File: src/rtl/gemm_skew_delay.sv
// gemm_skew_delay
//
// Multi-lane delay line that skews (C_MODE = 0) or de-skews (C_MODE = 1) a packed vector of
// operand lanes for the systolic GEMM array. Lane i is delayed by
//   skew    : D_i = C_BASE + C_STEP * i
//   de-skew : D_i = C_BASE + C_STEP * (C_CHANNELS - 1 - i)
// Every lane carries a valid bit with its data. A block ends with in_last; the last tag rides
// a DMAX-stage pipe beside the deepest lane, and new beats are refused until it leaves.
//
// Ports
//   clock      sole clock, rising edge
//   reset_n    asynchronous active-low reset
//   enable     advance; low freezes every stage, the counter and the state
//   flush      synchronous drop of all in-flight beats (overrides enable and in_valid)
//   in_valid   input beat valid (all lanes)
//   in_last    final beat of a block, qualified by in_valid
//   in_ready   high unless draining; beat taken on in_valid & in_ready & enable & !flush
//   in_data    C_CHANNELS lanes, lane i at [i*C_DATA_WIDTH +: C_DATA_WIDTH]
//   out_valid  per-lane valid
//   out_data   same packing as in_data
//   out_last   last tag leaving the deepest lane
//   busy       state not idle, or any valid/last bit in flight
//
// Build option
//   GEMM_SKEW_ZEROFILL_EN  defined: stages load zero data behind a bubble.
//                          undefined: data registers load only on a valid beat (lower toggle).

module gemm_skew_delay #(
   parameter int unsigned C_DATA_WIDTH = 32,
   parameter int unsigned C_CHANNELS   = 4,
   parameter int unsigned C_STEP       = 1,
   parameter int unsigned C_BASE       = 0,
   parameter int unsigned C_MODE       = 0
) (
   input  logic                                 clock,
   input  logic                                 reset_n,
   input  logic                                 enable,
   input  logic                                 flush,
   input  logic                                 in_valid,
   input  logic                                 in_last,
   output logic                                 in_ready,
   input  logic [C_CHANNELS*C_DATA_WIDTH-1:0]   in_data,
   output logic [C_CHANNELS-1:0]                out_valid,
   output logic [C_CHANNELS*C_DATA_WIDTH-1:0]   out_data,
   output logic                                 out_last,
   output logic                                 busy
);

   localparam int unsigned DMAX = C_BASE + C_STEP * (C_CHANNELS - 1);
   localparam int unsigned CW   = (DMAX > 0) ? $clog2(DMAX + 1) : 1;
   localparam logic [CW-1:0] DMAX_C = CW'(DMAX);

   typedef enum logic [1:0] {
      StIdle,
      StRun,
      StDrain
   } state_t;

   state_t          state_q, state_d;
   logic [CW-1:0]   cnt_q, cnt_d, cnt_inc;
   logic            accept;
   logic [C_CHANNELS-1:0] lane_busy;
   logic            last_busy;

   assign in_ready = (state_q != StDrain);

   // Gating with reset_n keeps depth-0 lanes and the DMAX = 0 last path quiet while in reset.
   assign accept = in_valid & in_ready & enable & ~flush & reset_n;

   // ---------------------------------------------------------------------------------------
   // Per-lane delay lines
   // ---------------------------------------------------------------------------------------
   for (genvar i = 0; i < int'(C_CHANNELS); i++) begin : g_lane
      localparam int unsigned IDX = i;
      localparam int unsigned D   = (C_MODE == 0) ? (C_BASE + C_STEP * IDX)
                                                  : (C_BASE + C_STEP * (C_CHANNELS - 1 - IDX));

      logic [C_DATA_WIDTH-1:0] lane_in;
      assign lane_in = in_data[IDX*C_DATA_WIDTH +: C_DATA_WIDTH];

      if (D == 0) begin : g_pass
         assign out_valid[IDX]                              = accept;
         assign out_data[IDX*C_DATA_WIDTH +: C_DATA_WIDTH] = lane_in;
         assign lane_busy[IDX]                              = 1'b0;
      end else begin : g_pipe
         logic [D-1:0]            vld_q;
         logic [C_DATA_WIDTH-1:0] dat_q [D];
         logic [D-1:0]            vin;
         logic [C_DATA_WIDTH-1:0] din [D];

         // Incoming {valid, data} of each stage.
         always_comb begin
            vin[0] = accept;
            din[0] = lane_in;
            for (int k = 1; k < int'(D); k++) begin
               vin[k] = vld_q[k-1];
               din[k] = dat_q[k-1];
            end
         end

         always_ff @(posedge clock or negedge reset_n) begin
            if (!reset_n) begin
               vld_q <= '0;
               for (int k = 0; k < int'(D); k++) begin
                  dat_q[k] <= '0;
               end
            end else if (flush) begin
               // Data registers are left alone; only the valid bits are dropped.
               vld_q <= '0;
            end else if (enable) begin
               vld_q <= vin;
               for (int k = 0; k < int'(D); k++) begin
`ifdef GEMM_SKEW_ZEROFILL_EN
                  dat_q[k] <= vin[k] ? din[k] : '0;
`else
                  if (vin[k]) begin
                     dat_q[k] <= din[k];
                  end
`endif
               end
            end
         end

         assign out_valid[IDX]                              = vld_q[D-1];
         assign out_data[IDX*C_DATA_WIDTH +: C_DATA_WIDTH] = dat_q[D-1];
         assign lane_busy[IDX]                              = |vld_q;
      end
   end

   // ---------------------------------------------------------------------------------------
   // Last tag, travelling beside the deepest lane
   // ---------------------------------------------------------------------------------------
   if (DMAX == 0) begin : g_last_comb
      assign out_last  = accept & in_last;
      assign last_busy = 1'b0;
   end else begin : g_last_pipe
      logic [DMAX-1:0] last_q;

      always_ff @(posedge clock or negedge reset_n) begin
         if (!reset_n) begin
            last_q <= '0;
         end else if (flush) begin
            last_q <= '0;
         end else if (enable) begin
            last_q[0] <= accept & in_last;
            for (int k = 1; k < int'(DMAX); k++) begin
               last_q[k] <= last_q[k-1];
            end
         end
      end

      assign out_last  = last_q[DMAX-1];
      assign last_busy = |last_q;
   end

   // ---------------------------------------------------------------------------------------
   // Block state machine and drain counter
   // ---------------------------------------------------------------------------------------
   assign cnt_inc = cnt_q + CW'(1);

   always_comb begin
      state_d = state_q;
      cnt_d   = cnt_q;
      if (flush) begin
         state_d = StIdle;
         cnt_d   = '0;
      end else if (enable) begin
         case (state_q)
            StIdle, StRun: begin
               if (accept) begin
                  if (!in_last) begin
                     state_d = StRun;
                  end else if (DMAX == 0) begin
                     // out_last already fired combinationally; nothing left to drain.
                     state_d = StIdle;
                  end else begin
                     state_d = StDrain;
                     cnt_d   = '0;
                  end
               end
            end
            StDrain: begin
               if (out_last) begin
                  state_d = StIdle;
                  cnt_d   = '0;
               end else begin
                  cnt_d = cnt_inc;
               end
            end
            default: state_d = StIdle;
         endcase
      end
   end

   always_ff @(posedge clock or negedge reset_n) begin
      if (!reset_n) begin
         state_q <= StIdle;
         cnt_q   <= '0;
      end else begin
         state_q <= state_d;
         cnt_q   <= cnt_d;
      end
   end

   assign busy = (state_q != StIdle) | (|lane_busy) | last_busy;

   // The drain counter and the last-tag pipe are independent; they must agree.
   a_drain_end : assert property (@(posedge clock) disable iff (!reset_n)
      (enable && !flush && state_q == StDrain && out_last) |-> (cnt_inc == DMAX_C));

   a_drain_run : assert property (@(posedge clock) disable iff (!reset_n)
      (enable && !flush && state_q == StDrain && !out_last) |-> (cnt_inc < DMAX_C));

endmodule

File: config.mk
export PLATFORM = sky130hd
export DESIGN_NAME = gemm_skew_delay
export DESIGN_NICKNAME = d
export VERILOG_FILES = /design/src/rtl/gemm_skew_delay.sv
export SDC_FILE = /design/constraint.sdc
export NUM_CORES = 1
export LEC_CHECK = 0
export CAP_MARGIN = 40
export CORE_MARGIN = 2
export CORE_UTILIZATION = 50
export DETAILED_ROUTE_END_ITERATION = 10
export GPL_TIMING_DRIVEN = 0
export PLACE_DENSITY = 0.86
export SLEW_MARGIN = 5
export SYNTH_ARGS = -nofsm -noshare
export SYNTH_HDL_FRONTEND = slang
export SYNTH_SLANG_ARGS = --single-unit
File: constraint.sdc
create_clock -name clock -period 2.99 [get_ports clock]
set_input_delay 0.299 -clock clock [delete_from_list [all_inputs] [get_ports clock]]
set_output_delay 0.299 -clock clock [all_outputs]
set_load 0.05 [all_outputs]
==> results.json <==
{
  "outcome": "finished, violations left",
  "violations": "hold timing",
  "final_nets": 929,
  "critPathTopFamily": "buffers and inverters",
  "antenna_found_initial": 0,
  "cts_root_buf": "clkbuf_16",
  "min_path_type": "input port to async pin",
  "synth_top_area_share_pct": 60.4,
  "crit_path_end_kind": "output pin",
  "fin_crit_sh_pct": 82.7,
  "ios": 269,
  "grt_overflow": 0,
  "synth_area_leaders": "dfrtp_1, mux2_2, buf_4",
  "hold_violations": 99,
  "clockPowerShare_pct": 25.7,
  "ir_drop_uv": 458,
  "setup_viol": 0,
  "synth-simple-area-share_pct": 1.07,
  "fin_util_pct": 70.3,
  "synth_top_family_by_area": "multiplexers",
  "final_cell_area_um2": 11500,
  "n_fill_cell": 1046,
  "drv_slew": 0,
  "startpoint_type": "input port",
  "tightestPinTransition_ns": 0.581,
  "cts_buffers": 17,
  "critPathArrivalTime_ns": 2.17,
  "syn-cell-area_um2": 8290,
  "power_frac_comb_pct": 31.7,
  "critPathBufInv": 6,
  "cts_buffer_depth": 2,
  "critPathMaxStageDelay_ns": 0.41,
  "first_pass_iters": 4,
  "drive_above_1_share_pct": 42.8,
  "worst_r2r_path_depth": 6,
  "mostFrequentLayoutCells": "clkdlybuf4s50_1, dfrtp_1, mux2_2",
  "hold-worst-slack_ns": -0.212,
  "required_ns": 2.69,
  "die_x_um": 133,
  "antenna_cells": 0,
  "grt_max_degree": 102,
  "dr_total_vias": 5003,
  "drt_iter0_markers": 175,
  "layout.cells.non_filler": 1027,
  "htreeDepth": 4,
  "synth_compound_area_share_pct": 0.604,
  "drc": 0,
  "grt_pass1_vias": 5492,
  "die-area_um2": 17600,
  "period_needed_ns": 2.47,
  "area_delta_synth_final_pct": 39.2,
  "total_power_mw": 8.38,
  "gp_congestion": 0.759,
  "place_area_um2": 10900,
  "wl_per_cell_um": 16.6,
  "cts_tree": "yes",
  "pwr-share-seq_pct": 42.7,
  "rsz0062_at_grt": "no",
  "die_h_um": 133,
  "synth.distinct_cells": 23,
  "crit_path_top_delay_cell": "dlymetal6s2s_1",
  "fmax_mhz": 404,
  "viasPerCell": 4.87,
  "grt_pass1_wl_um": 27500,
  "postSynthCellCount": 540,
  "routed_wl_um": 17000,
  "cap_violations": 0,
  "ant_nets": 0,
  "portBuffers": 234,
  "cts.sinks": 200,
  "final_common_cell": "clkdlybuf4s50_1",
  "clk_pin_slew_ns": 0.07,
  "ys_ff_latch": 200,
  "p_int_mw": 5.67,
  "p_per_area_nw_per_um2": 727,
  "dpl.hpwl_um": 12400,
  "yosysTopAreaCell": "dfrtp_1",
  "synth_warnings": 0,
  "p_leak_nw": 5.36,
  "initial_core_util_pct": 50.5,
  "post_synth_xor_area_fraction_pct": 0,
  "slew_headroom_pct": 61.2,
  "critPathKind": "input port to output pin",
  "core-area_um2": 16400,
  "path_cells": "buf_16, buf_16, and4_4, buf_6, buf_4, buf_4, dlymetal6s2s_1",
  "path_depth": 7,
  "synthMuxAreaShare_pct": 27.0,
  "gr-usage-all-layers_pct": 20.0,
  "yosysSeqAreaShare_pct": 60.4,
  "dp_cells": 995,
  "worstPathMaxFanout": 101,
  "finalClockSkew_ns": 0.00942,
  "clk_latency_ns": 0.43,
  "synth_fa_ha_area_share_pct": 0,
  "synth.net_count": 674,
  "p_sw_share_pct": 32.3,
  "syn_avg_cell_area_um2": 15.3,
  "rows": 47,
  "p_switching_mw": 2.71
}
-- worst reg2reg max path, delay by kind of cell (launching register included) --
kind                   cells  cell delay, ns
buffers and inverters      3            0.50
flip-flops                 1            0.44
multiplexers               1            0.31
AND/OR/NAND/NOR            2            0.34
-- path summary, 6_finish.rpt --
| path | startpoint | slack [ns] | end |
|---|---|---|---|
| worst max-delay path | reset_n | 0.52 | out_valid[0] |
| worst min-delay path | reset_n | -0.21 | g_lane[3].g_pipe.dat_q[84] |
| worst max register to register | state_q[1] | 1.28 | g_lane[2].g_pipe.dat_q[32] |
| worst min register to register | g_lane[3].g_pipe.dat_q[33] | 0.50 | out_data[97] |
| max in group asynchronous | reset_n | 2.40 | g_lane[3].g_pipe.dat_q[77] |
| min in group clock | flush | 0.17 | g_lane[3].g_pipe.vld_q[2] |
-- synth_stat cells --
cell and n:
buf_2 10, mux2_4 10, and4_4 1, nand4_1 1
a41oi_1 1, nor3_1 1, dfrtp_1 200, a21oi_1 2
nand2_1 3, mux2i_1 4, o21ai_0 1, nor2b_4 1
nand2b_1 1, nor4_1 2, buf_4 106, a21o_1 1
a22o_1 1, buf_12 1, nor2_1 6, mux2_2 182
buf_6 3, inv_1 1, o211a_1 1
-- sequential cells by signal (all words and copies together), names as in the netlist --
register	count
out_data	64
g_lane.g_pipe.dat_q	128
g_lane.g_pipe.vld_q	3
state_q	2
g_last_pipe.last_q	3
-- cells by family after synthesis --
group | count (synthesis)
and+or+nand+nor | 16
DFF | 200
AOI/OAI and AO/OA | 7
buffers and inverters | 121
muxes | 196
-- per-layer routing --
layer	GRT usage [%]	share of wire (%)
met1	22.9	38
met2	34.7	51
met3	7.13	8.5
met5	0	0
met4	6.99	2.2
-- cell type report --
cell class / count / area [um2] / share of cell area [%]
plain buffers: 120 / 900 / 7.80
clock inverters: 10 / 96.3 / 0.836
clock buffers: 21 / 450 / 3.91
well taps: 220 / 275 / 2.39
repair buffers: 236 / 2420 / 21.0
inverters: 1 / 3.75 / 0.0326
multi-input cells: 219 / 2380 / 20.6
flip-flops and latches: 200 / 5000 / 43.4
-- power groups by stage --
stage               registers, mW  clock network, mW  logic (mW)
floorplan                    3.88                  0        1.46
global placement             3.58                  0        2.59
detailed placement           3.62                  0        2.67
CTS                          3.58               2.19        2.68
global route                 3.65               2.31        2.77
finish                       3.58               2.15        2.66
-- timing repair --
action	in CTS	in global routing
endpoints found under the setup margin	1	1
hold endpoints to repair	99	99
resized for setup	2	1
buffers inserted	0	0
gates cloned	1	0
-- per-stage QoR --
step / setup WS, ns / setup TNS [ns]
2_1_floorplan: 1.07 / 0
3_3_place_gp: -6.69 / -1796.49
3_5_place_dp: -0.389 / -0.389
4_1_cts: 0.0267 / 0
5_1_grt: 0.330 / 0
6_report: 0.517 / 0
Power figures use the tool's default switching activity.
